**config.mk**
```make
export PLATFORM = sky130hd
export DESIGN_NAME = fetch_unit
export DESIGN_NICKNAME = d
export VERILOG_FILES = /design/src/rtl/rv32_pkg.sv /design/src/rtl/fetch_fifo.sv /design/src/rtl/fetch_unit.sv
export SDC_FILE = /design/constraint.sdc
export NUM_CORES = 1
export LEC_CHECK = 0
export CORE_AREA = 2 2 140 142
export CTS_BUF_LIST = sky130_fd_sc_hd__clkbuf_4
export CTS_CLUSTER_SIZE = 25
export DETAILED_ROUTE_END_ITERATION = 7
export DIE_AREA = 0 0 142 144
export GPL_ROUTABILITY_DRIVEN = 1
export PLACE_DENSITY = 0.77
export SLEW_MARGIN = 20
export SYNTH_ARGS = -nofsm -noshare
export SYNTH_HDL_FRONTEND = slang
export SYNTH_SLANG_ARGS = --single-unit
```
**constraint.sdc**
```tcl
create_clock -name clk -period 7 [get_ports clk]
set_input_delay 0.7 -clock clk [delete_from_list [all_inputs] [get_ports clk]]
set_output_delay 0.7 -clock clk [all_outputs]
set_load 0.1 [all_outputs]
```
**src/rtl/rv32_pkg.sv**
```systemverilog
// Shared fetch-side definitions: NOP encoding, default reset vector, fetch FSM states, FIFO entry.
// Latency: none (types and constants only).
// Backpressure: none (types and constants only).
package rv32_pkg;

  // addi x0, x0, 0 -- what decode sees while no real instruction is available
  localparam logic [31:0] NOP_INST         = 32'h0000_0013;
  localparam logic [31:0] DEFAULT_RESET_PC = 32'h0000_0000;

  // IDLE: nothing outstanding; WAIT: outstanding, keep the result; DROP: outstanding, discard it
  typedef enum logic [1:0] {
    FETCH_IDLE = 2'd0,
    FETCH_WAIT = 2'd1,
    FETCH_DROP = 2'd2
  } fetchState_e;

  // One buffered instruction with the address it was fetched from
  typedef struct packed {
    logic [31:0] word;
    logic [31:0] pc;
  } fetchEntry_t;

  // Instructions are word aligned; the low two address bits are forced to zero
  function automatic logic [31:0] alignPc(input logic [31:0] pc);
    return pc & 32'hFFFF_FFFC;
  endfunction

endpackage

```
**src/rtl/fetch_fifo.sv**
```systemverilog
// Two-entry instruction buffer holding {word, pc}; head is the oldest entry.
// Latency: a pushed entry is visible at head one cycle after the push edge.
// Backpressure: none internally; the producer must not push when full unless popping the same cycle.
module fetch_fifo
  import rv32_pkg::*;
(
  input  logic        clk,
  input  logic        rst,
  input  logic        push,
  input  logic        pop,
  input  logic        flush,
  input  fetchEntry_t pushEntry,
  output logic [1:0]  count,
  output fetchEntry_t head
);

  fetchEntry_t slots [0:1];
  logic        rdPtr;
  logic [1:0]  cnt;
  logic        wrPtr;
  logic        doPush;
  logic        doPop;

  // Write slot follows the read pointer by the occupancy; when full and popping,
  // the new entry lands in the slot being vacated.
  always_comb begin
    wrPtr  = rdPtr ^ cnt[0];
    doPop  = pop && (cnt != 2'd0);
    doPush = push && ((cnt != 2'd2) || doPop);
  end

  // Occupancy and read pointer; a flush empties the buffer regardless of push/pop
  always_ff @(posedge clk) begin
    if (rst) begin
      cnt   <= 2'd0;
      rdPtr <= 1'b0;
    end else if (flush) begin
      cnt   <= 2'd0;
      rdPtr <= 1'b0;
    end else begin
      cnt <= cnt + {1'b0, doPush} - {1'b0, doPop};
      if (doPop) begin
        rdPtr <= ~rdPtr;
      end
    end
  end

  // Payload storage; contents are don't-care while the slot is not occupied
  always_ff @(posedge clk) begin
    if (!rst && !flush && doPush) begin
      slots[wrPtr] <= pushEntry;
    end
  end

  assign count = cnt;
  assign head  = slots[rdPtr];

endmodule

```
**src/rtl/fetch_unit.sv**
```systemverilog
// Instruction fetch: one outstanding imem request, 2-entry {word, pc} buffer, redirect handling.
// Latency: redirect to first request 1 cycle when idle; ack to buffer head 1 cycle; back-to-back issue on ack.
// Backpressure: stall holds the head; requests stop while buffered + outstanding would reach 2 entries.
module fetch_unit
  import rv32_pkg::*;
#(
  parameter logic [31:0] RESET_PC = DEFAULT_RESET_PC
) (
  input  logic        clk,
  input  logic        rst,
  output logic        imem_req,
  output logic [31:0] imem_addr,
  input  logic        imem_ack,
  input  logic [31:0] imem_rdata,
  input  logic        pcSel,
  input  logic [31:0] pcTarget,
  input  logic        stall,
  output logic [31:0] inst,
  output logic [31:0] instPc,
  output logic        instValid
);

  fetchState_e state;
  fetchState_e stateNext;
  logic [31:0] fetchPc;        // next address to request
  logic [31:0] fetchPcNext;
  logic        reqNext;
  logic [31:0] addrNext;

  // Set when reset interrupted an outstanding request: the memory still owes one
  // ack for it, and that ack must not be mistaken for the answer to a new request.
  logic        staleOut;
  logic        effAck;

  logic        fifoPush;
  logic        fifoPop;
  logic        fifoFlush;
  logic [1:0]  fifoCount;
  fetchEntry_t fifoHead;
  fetchEntry_t fifoIn;
  logic [2:0]  countAfter;
  logic [31:0] targetPc;
  logic        doIssue;
  logic [31:0] issueAddr;

  fetch_fifo u_fifo (
    .clk       (clk),
    .rst       (rst),
    .push      (fifoPush),
    .pop       (fifoPop),
    .flush     (fifoFlush),
    .pushEntry (fifoIn),
    .count     (fifoCount),
    .head      (fifoHead)
  );

  // Buffer control: redirect flushes and overrides stall/pop; only kept results are pushed
  always_comb begin
    effAck     = imem_ack && !staleOut;
    targetPc   = alignPc(pcTarget);
    fifoFlush  = pcSel;
    fifoPop    = instValid && !stall && !pcSel;
    fifoPush   = (state == FETCH_WAIT) && effAck && !pcSel;
    fifoIn     = '{word: imem_rdata, pc: imem_addr};
    countAfter = pcSel ? 3'd0
                       : ({1'b0, fifoCount} + {2'b00, fifoPush} - {2'b00, fifoPop});
  end

  // Next-state and request logic; issue only when the buffer can absorb the answer
  always_comb begin
    stateNext   = state;
    fetchPcNext = fetchPc;
    reqNext     = imem_req;
    addrNext    = imem_addr;
    doIssue     = 1'b0;
    issueAddr   = fetchPc;

    case (state)
      FETCH_IDLE: begin
        if (pcSel) begin
          doIssue   = 1'b1;
          issueAddr = targetPc;
        end else if (countAfter < 3'd2) begin
          doIssue   = 1'b1;
          issueAddr = fetchPc;
        end
      end

      FETCH_WAIT: begin
        if (effAck) begin
          if (pcSel) begin
            // acked word belongs to the old path: drop it and chase the target now
            doIssue   = 1'b1;
            issueAddr = targetPc;
          end else if (countAfter < 3'd2) begin
            doIssue   = 1'b1;
            issueAddr = fetchPc;
          end else begin
            stateNext = FETCH_IDLE;
            reqNext   = 1'b0;
          end
        end else if (pcSel) begin
          // request cannot be withdrawn; remember to throw its answer away
          stateNext   = FETCH_DROP;
          fetchPcNext = targetPc;
        end
      end

      FETCH_DROP: begin
        if (pcSel) begin
          fetchPcNext = targetPc;
        end
        if (effAck) begin
          stateNext = FETCH_IDLE;
          reqNext   = 1'b0;
        end
      end

      default: begin
        stateNext = FETCH_IDLE;
        reqNext   = 1'b0;
      end
    endcase

    if (doIssue) begin
      stateNext   = FETCH_WAIT;
      reqNext     = 1'b1;
      addrNext    = issueAddr;
      fetchPcNext = issueAddr + 32'd4;
    end
  end

  // State, fetch pc and registered request outputs
  always_ff @(posedge clk) begin
    if (rst) begin
      state     <= FETCH_IDLE;
      fetchPc   <= RESET_PC;
      imem_req  <= 1'b0;
      imem_addr <= 32'h0000_0000;
    end else begin
      state     <= stateNext;
      fetchPc   <= fetchPcNext;
      imem_req  <= reqNext;
      imem_addr <= addrNext;
    end
  end

  // Track the one ack still owed for a request that reset cut short
  always_ff @(posedge clk) begin
    if (rst) begin
      staleOut <= !imem_ack && (staleOut || (state != FETCH_IDLE));
    end else if (imem_ack) begin
      staleOut <= 1'b0;
    end
  end

  // Decode sees the buffer head, or a NOP at pc 0 while the buffer is empty
  always_comb begin
    instValid = (fifoCount != 2'd0);
    inst      = instValid ? fifoHead.word : NOP_INST;
    instPc    = instValid ? fifoHead.pc   : 32'h0000_0000;
  end

endmodule

```
## Yosys cells after proc, flatten, opt, wreduce, memory -nomap -nowiden

Memories as Yosys holds them, arrays and structs flattened. A register that Yosys moved wholly into a read port is not among the register bits.
Index checks and enable logic that the tools add are counted.

| storage, ports and cells | value |
|---|---|
| register bits after elaboration | 71 |
| memory bits (writable) | 128 |
| logic and storage cells | 94 |
| memories kept | 1 |

Memory list:

| memory | depth | width | read ports | clocked after Yosys merged registers in | write ports | line | RTL |
|---|---|---|---|---|---|---|---|
| u_fifo.slots | 2 | 64 | 1 | 1 | 1 | fetch_fifo.sv:17 | `fetchEntry_t slots [0:1];` |

| operators by class | value |
|---|---|
| add/sub/neg operators | 5 |
| $lt $le $gt $ge | 1 |
| equal/unequal tests | 16 |
| muxes and demuxes | 32 |
| bitwise gates (word level) | 3 |
| reduce and logical (&&, ||, !) cells | 28 |

Operators with widths:

| operator | count |
|---|---|
| 32-bit 2-to-1 mux | 6 |
| 32-bit case mux with 2 select lines | 2 |
| 32-bit by 3-bit adder with 32-bit output (second input constant) | 1 |
| 3-bit inequality test (second input constant) | 8 |
| 1-bit 2-to-1 mux | 15 |
| 5-bit AND reduction | 3 |
| 4-bit inequality test (second input constant) | 3 |
| 1-bit logical AND | 10 |
| 2-bit 2-to-1 mux | 5 |
| 2-bit inequality test (second input constant) | 3 |
| 2-bit case mux with 3 select lines | 1 |
| 2-bit nonzero test | 3 |
| 1-bit logical NOT | 5 |
| 2-bit OR reduction | 2 |
| 2-bit by 1-bit adder with 3-bit output | 1 |
| 3-bit by 2-bit < comparator with 1-bit output (second input constant) | 1 |
| 3-bit 2-to-1 mux | 1 |
| 1-bit case mux with 3 select lines | 1 |
| 3-bit nonzero test | 1 |
| 3-bit by 1-bit subtractor with 3-bit output | 1 |
| 2-bit by 1-bit adder with 2-bit output | 1 |
| 2-bit by 1-bit == test with 1-bit output (second input constant) | 1 |
| 2-bit == test (second input constant) | 1 |
| 2-bit logical NOT | 1 |
| other kinds (6) | 8 |

## Logic depth before layout (Yosys ltp)

| logic depth | value |
|---|---|
| depth after elaboration | 14 |
| mapped depth | 17 |

## Cells and area by module

Synthesis repeated with hierarchy kept, for this count alone.

| second synthesis, totals | value |
|---|---|
| cells, all modules | 843 |
| area, all modules | 9,898.2 µm² |

By module, submodules not included:

| module | times used | cells each | area an instance (µm²) | sequential area each (µm²) |
|---|---|---|---|---|
| fetch_fifo | 1 | 222 | 5,159.9 | 3,923.8 |
| fetch_unit | 1 | 621 | 4,738.3 | 1,371.3 |

## Worst setup path before layout

Ideal clock, no wire load.

| timing | value |
|---|---|
| kind | input to register |
| from | in pcSel |
| to | mem u_fifo.slots[1][0] (netlist bit) (enable) |
| setup time | 0.578 ns |
| data arrival time | 6.323 ns |
| setup slack | 0.099 ns |
| stages | 5 |
| path buffers | 2 |
| cell sequence | buf_6 -> clkbuf_1 -> or3_1 -> a31o_2 -> nor3b_1 |

| between the ends | value |
|---|---|
| word-level cells in the longest chain between the ends | 8 |

RTL lines:

| item | line | RTL |
|---|---|---|
| start, declared | fetch_unit.sv:15 | `input logic pcSel,` |
| 1-bit logical NOT (*) | fetch_fifo.sv:50, fetch_unit.sv:62, fetch_unit.sv:63 |  |
| 1-bit logical AND | fetch_unit.sv:62 | `fifoPop = instValid && !stall && !pcSel;` |
| 1-bit logical AND | fetch_fifo.sv:28 | `doPop = pop && (cnt != 2'd0);` |
| 1-bit logical OR | fetch_fifo.sv:29 | `doPush = push && ((cnt != 2'd2) \|\| doPop);` |
| 1-bit logical AND | fetch_fifo.sv:29 |  |
| 1-bit logical AND (*) | fetch_fifo.sv:50 | `if (!rst && !flush && doPush) begin` |
| 1-bit 2-to-1 mux (*) | fetch_fifo.sv:50 |  |
| 1-bit 2-to-1 mux (not written as such) (*) | fetch_fifo.sv:51 | `slots[wrPtr] <= pushEntry;` |
| end, declared | fetch_fifo.sv:17 |  |

Mark *: on every way between the ends. The rest lies on a longest branch, timed or not.

## Final worst setup path

| timing | value |
|---|---|
| from | in pcSel |
| to | reg fetchPc[25] |

| between the ends | value |
|---|---|
| word-level cells in the longest chain between the ends | 12 |

RTL lines:

| item | line | RTL |
|---|---|---|
| 1-bit logical NOT | fetch_unit.sv:62, fetch_unit.sv:63 |  |
| 1-bit logical AND | fetch_unit.sv:63 | `fifoPush = (state == FETCH_WAIT) && effAck && !pcSel;` |
| 2-bit by 1-bit adder with 3-bit output | fetch_unit.sv:66 | `: ({1'b0, fifoCount} + {2'b00, fifoPush} - {2'b00, fifoPop});` |
| 3-bit by 1-bit subtractor with 3-bit output | fetch_unit.sv:66 |  |
| 3-bit 2-to-1 mux | fetch_unit.sv:65 | `countAfter = pcSel ? 3'd0` |
| 3-bit by 2-bit < comparator with 1-bit output | fetch_unit.sv:83, fetch_unit.sv:95 |  |
| 1-bit 2-to-1 mux | fetch_unit.sv:83, fetch_unit.sv:95 |  |
| 1-bit 2-to-1 mux | fetch_unit.sv:91 | `if (pcSel) begin` |
| 1-bit 2-to-1 mux | fetch_unit.sv:90 | `if (effAck) begin` |
| 1-bit case mux with 2 select lines | fetch_unit.sv:78 | `case (state)` |
| 3-bit inequality test (no line) or 3-bit nonzero test (tied branches) | n/a |  |
| 2-bit AND reduction (no line) | n/a |  |
| end signal, assigned | fetch_unit.sv:142 | `fetchPc <= fetchPcNext;` |
| end, declared | fetch_unit.sv:25 | `logic [31:0] fetchPc;` |

Parallel ways exist; a longest one is shown, timed or not. The select of a mux whose other input is x is not followed.
A chain may end at the register's enable or synchronous reset.

==> results.json <==
{
  "run_status": "finished clean",
  "layout_common_cells": "163 x clkdlybuf4s50_1, 129 x edfxtp_1, 128 x nor2_1",
  "firstDrtPassIters": 5,
  "area_growth_pct": 23.6,
  "grt_max_degree": 79,
  "start_kind": "input port",
  "p_sw_frac": 0.321,
  "ys_async_sr_fraction": 0,
  "drt_wl_total_um": 21800,
  "cts_tree": "built",
  "yosysTopAreaCellShare": 0.426,
  "cts_sinks": 200,
  "finalHoldViolCount": 0,
  "drive_gt1_frac": 0.0626,
  "p_sw_mw": 0.823,
  "cp-end-kind": "flip-flop",
  "cts_inserted_buffers": 17,
  "cp_max_fo": 16,
  "finalCritPeriodShare": 0.657,
  "layout.cells.non_filler": 1213,
  "worstPathArrival_ps": 5020,
  "p_leak_nw": 3.69,
  "rows": 51,
  "grt_usage": 0.212,
  "critPathMostFrequentCell": "nor2_1",
  "clock_latency_ps": 560,
  "drt_iter0_markers": 560,
  "irDropWorstVdd_uv": 118,
  "slew_headroom": 0.267,
  "seq_power_share": 0.534,
  "critPathKind": "input port to flip-flop",
  "hold-path-cell-count": 1,
  "ant_nets": 0,
  "core-area_mm2": 0.0191,
  "pin_count": 167,
  "yosysWarningCount": 0,
  "cpPeakStageDelay_ps": 930,
  "synth_seq_cells": 200,
  "cts_resized": 0,
  "fmax_mhz": 217,
  "setup_tns_ps": 0,
  "avgSynthCellArea_um2": 11.1,
  "die_h_um": 144,
  "nets": 1035,
  "synth.cell_area_mm2": 0.00908,
  "grt_pass1_vias": 6606,
  "hold_class": "flip-flop to flip-flop",
  "vias_per_cell": 5.76,
  "p_comb_frac": 0.216,
  "p_clk_frac": 0.250,
  "fin_worst_skew_ps": 24.6,
  "grt_overflow": 0,
  "drv_slew": 0,
  "syn_nets": 892,
  "layout_commonest_cell": "clkdlybuf4s50_1",
  "wl_per_cell_um": 18.0,
  "path_clk_slew_ps": 160,
  "synth_cells": 818,
  "cp_cell_sequence": "clkdlybuf4s50_1 > nor3_1 > ha_1 > nor2_1 > fa_1 > o21ai_0 > nand2_1 > a21oi_1 > buf_4 > nor2_1 > a2111oi_0",
  "cts.root.buffer_cell": "clkbuf_4",
  "fin_crit_ps": 4600,
  "rr_worst_depth": 10,
  "cts_setup_buffers": 0,
  "die_width_um": 142,
  "worst_slew_pin_slew_ps": 1100,
  "grt_first_pass_wirelength_um": 33900,
  "hold_buffers": 0,
  "required_ps": 7420,
  "start_util": 0.476,
  "setup_violations": 0,
  "p_int_mw": 1.74,
  "synth_edf_count": 129,
  "vias": 6987,
  "yosysTopAreaCell": "edfxtp_1",
  "ys.flop_type": "edfxtp_1",
  "htree_levels": 4,
  "antenna_found_initial": 1,
  "yosysUniqueCellTypes": 65,
  "slowest_stage": "clkdlybuf4s50_1",
  "clk_path_buf_depth": 2,
  "seq_area_frac_synth": 0.583,
  "dp_hpwl_um": 14300,
  "power_density_mw_per_mm2": 228,
  "rsz0062_at_grt": "no",
  "drv_cap": 0,
  "place.gp.congestion": 0.870,
  "drcViolationCount": 0,
  "synth.area.top_cells": "edfxtp_1 43%, dfxtp_1 16%, mux2i_1 9.9%",
  "place_inst": 1180,
  "port_buffers": 164,
  "dieArea_mm2": 0.0204
}
## synthesized netlist by cell type, types with 4 or more instances
cell type,number
a22oi_1,6
nor4_1,6
xor2_1,13
nand2_1,71
a211oi_1,28
o21ai_0,20
or3_1,5
clkbuf_1,39
o22ai_1,6
mux2_2,4
nand4_1,9
nor2_1,130
dfxtp_1,71
nor3_1,25
xnor2_1,8
ha_1,4
inv_1,11
a311oi_1,8
edfxtp_1,129
a21oi_1,24
buf_1,8
mux2i_1,90
a2111oi_0,9
nand3_1,18
nor3b_1,10
and3_1,5
## logic make-up (layout without fill, tap and decap cells)
logic type                 after synthesis  count (layout)  synth area share
DFF                                    200             200             0.583
buffers and inverters                   63             219            0.0288
muxes                                   96              96             0.107
and+or+nand+nor                        296             296             0.146
other                                    0               1                 0
xor gates and xnor gates                21              21            0.0202
AOI/OAI and AO/OA                      137             137             0.107
adders and majority gates                5               5           0.00771
## per-layer routing
layer | up-vias | global-route usage | wire length, um
met3 | 33 | 0.0464 | 1520
met5 | - | 0 | 0
li1 | 3322 | - | -
met4 | 0 | 0.0721 | 437
met2 | 310 | 0.360 | 10600
met1 | 3322 | 0.271 | 9250
## per-stage QoR
stage | setup slack [ps] | power, mW | util | cell area (um^2) | hold slack [ps]
after floorplan | 98.6 | 1.77 | - | 9080 | 443
after global placement | 2040 | 1.93 | 0.573 | 10900 | 453
after detailed placement | 1860 | 1.94 | 0.573 | 10900 | 459
after CTS | 2480 | 2.58 | 0.589 | 11200 | 489
after global routing | 2120 | 2.67 | 0.589 | 11200 | 489
final | 2400 | 2.56 | 0.589 | 11200 | 490
## path summary, 6_finish.rpt
check	from	to	slack, ps
min reg2reg	fetchPc[0]	fetchPc[0]	490
max reg2reg	staleOut	fetchPc[25]	2700
max	pcSel	fetchPc[25]	2400
min	fetchPc[0]	fetchPc[0]	490
## critical path, delay by kind of cell
family,cells,cell delay [ps]
buf+inv,2,1210
simple gates,4,870
fa+ha+maj,2,760
compound gates,3,1480
## flip-flops by register name (all words and copies together) (netlist names), named ones only
register,flops
u_fifo.rdPtr,1
u_fifo.count,2
imem_req,1
staleOut,1
fetchPc,32
state,2
u_fifo.slots,128
imem_addr,32
## power groups by stage
| stage | Sequential [mW] | Combinational (mW) | Clock, mW |
|---|---|---|---|
| finish | 1.37 | 0.554 | 0.640 |
| global route | 1.37 | 0.586 | 0.710 |
| global placement | 1.39 | 0.543 | 0 |
| CTS | 1.37 | 0.552 | 0.660 |
| floorplan | 1.55 | 0.226 | 0 |
| detailed placement | 1.39 | 0.551 | 0 |
## layout make-up
| cell class | count | area (um^2) |
|---|---|---|
| fill | 1623 | 7850 |
| inverter | 11 | 41.3 |
| antenna | 1 | 2.50 |
| clock inverter | 12 | 151 |
| timing repair buffer | 176 | 1730 |
| tap | 238 | 298 |
| multi-input combinational | 555 | 3560 |
| sequential | 200 | 5300 |
| clock buffer | 20 | 150 |
Power figures use the tool's default switching activity.
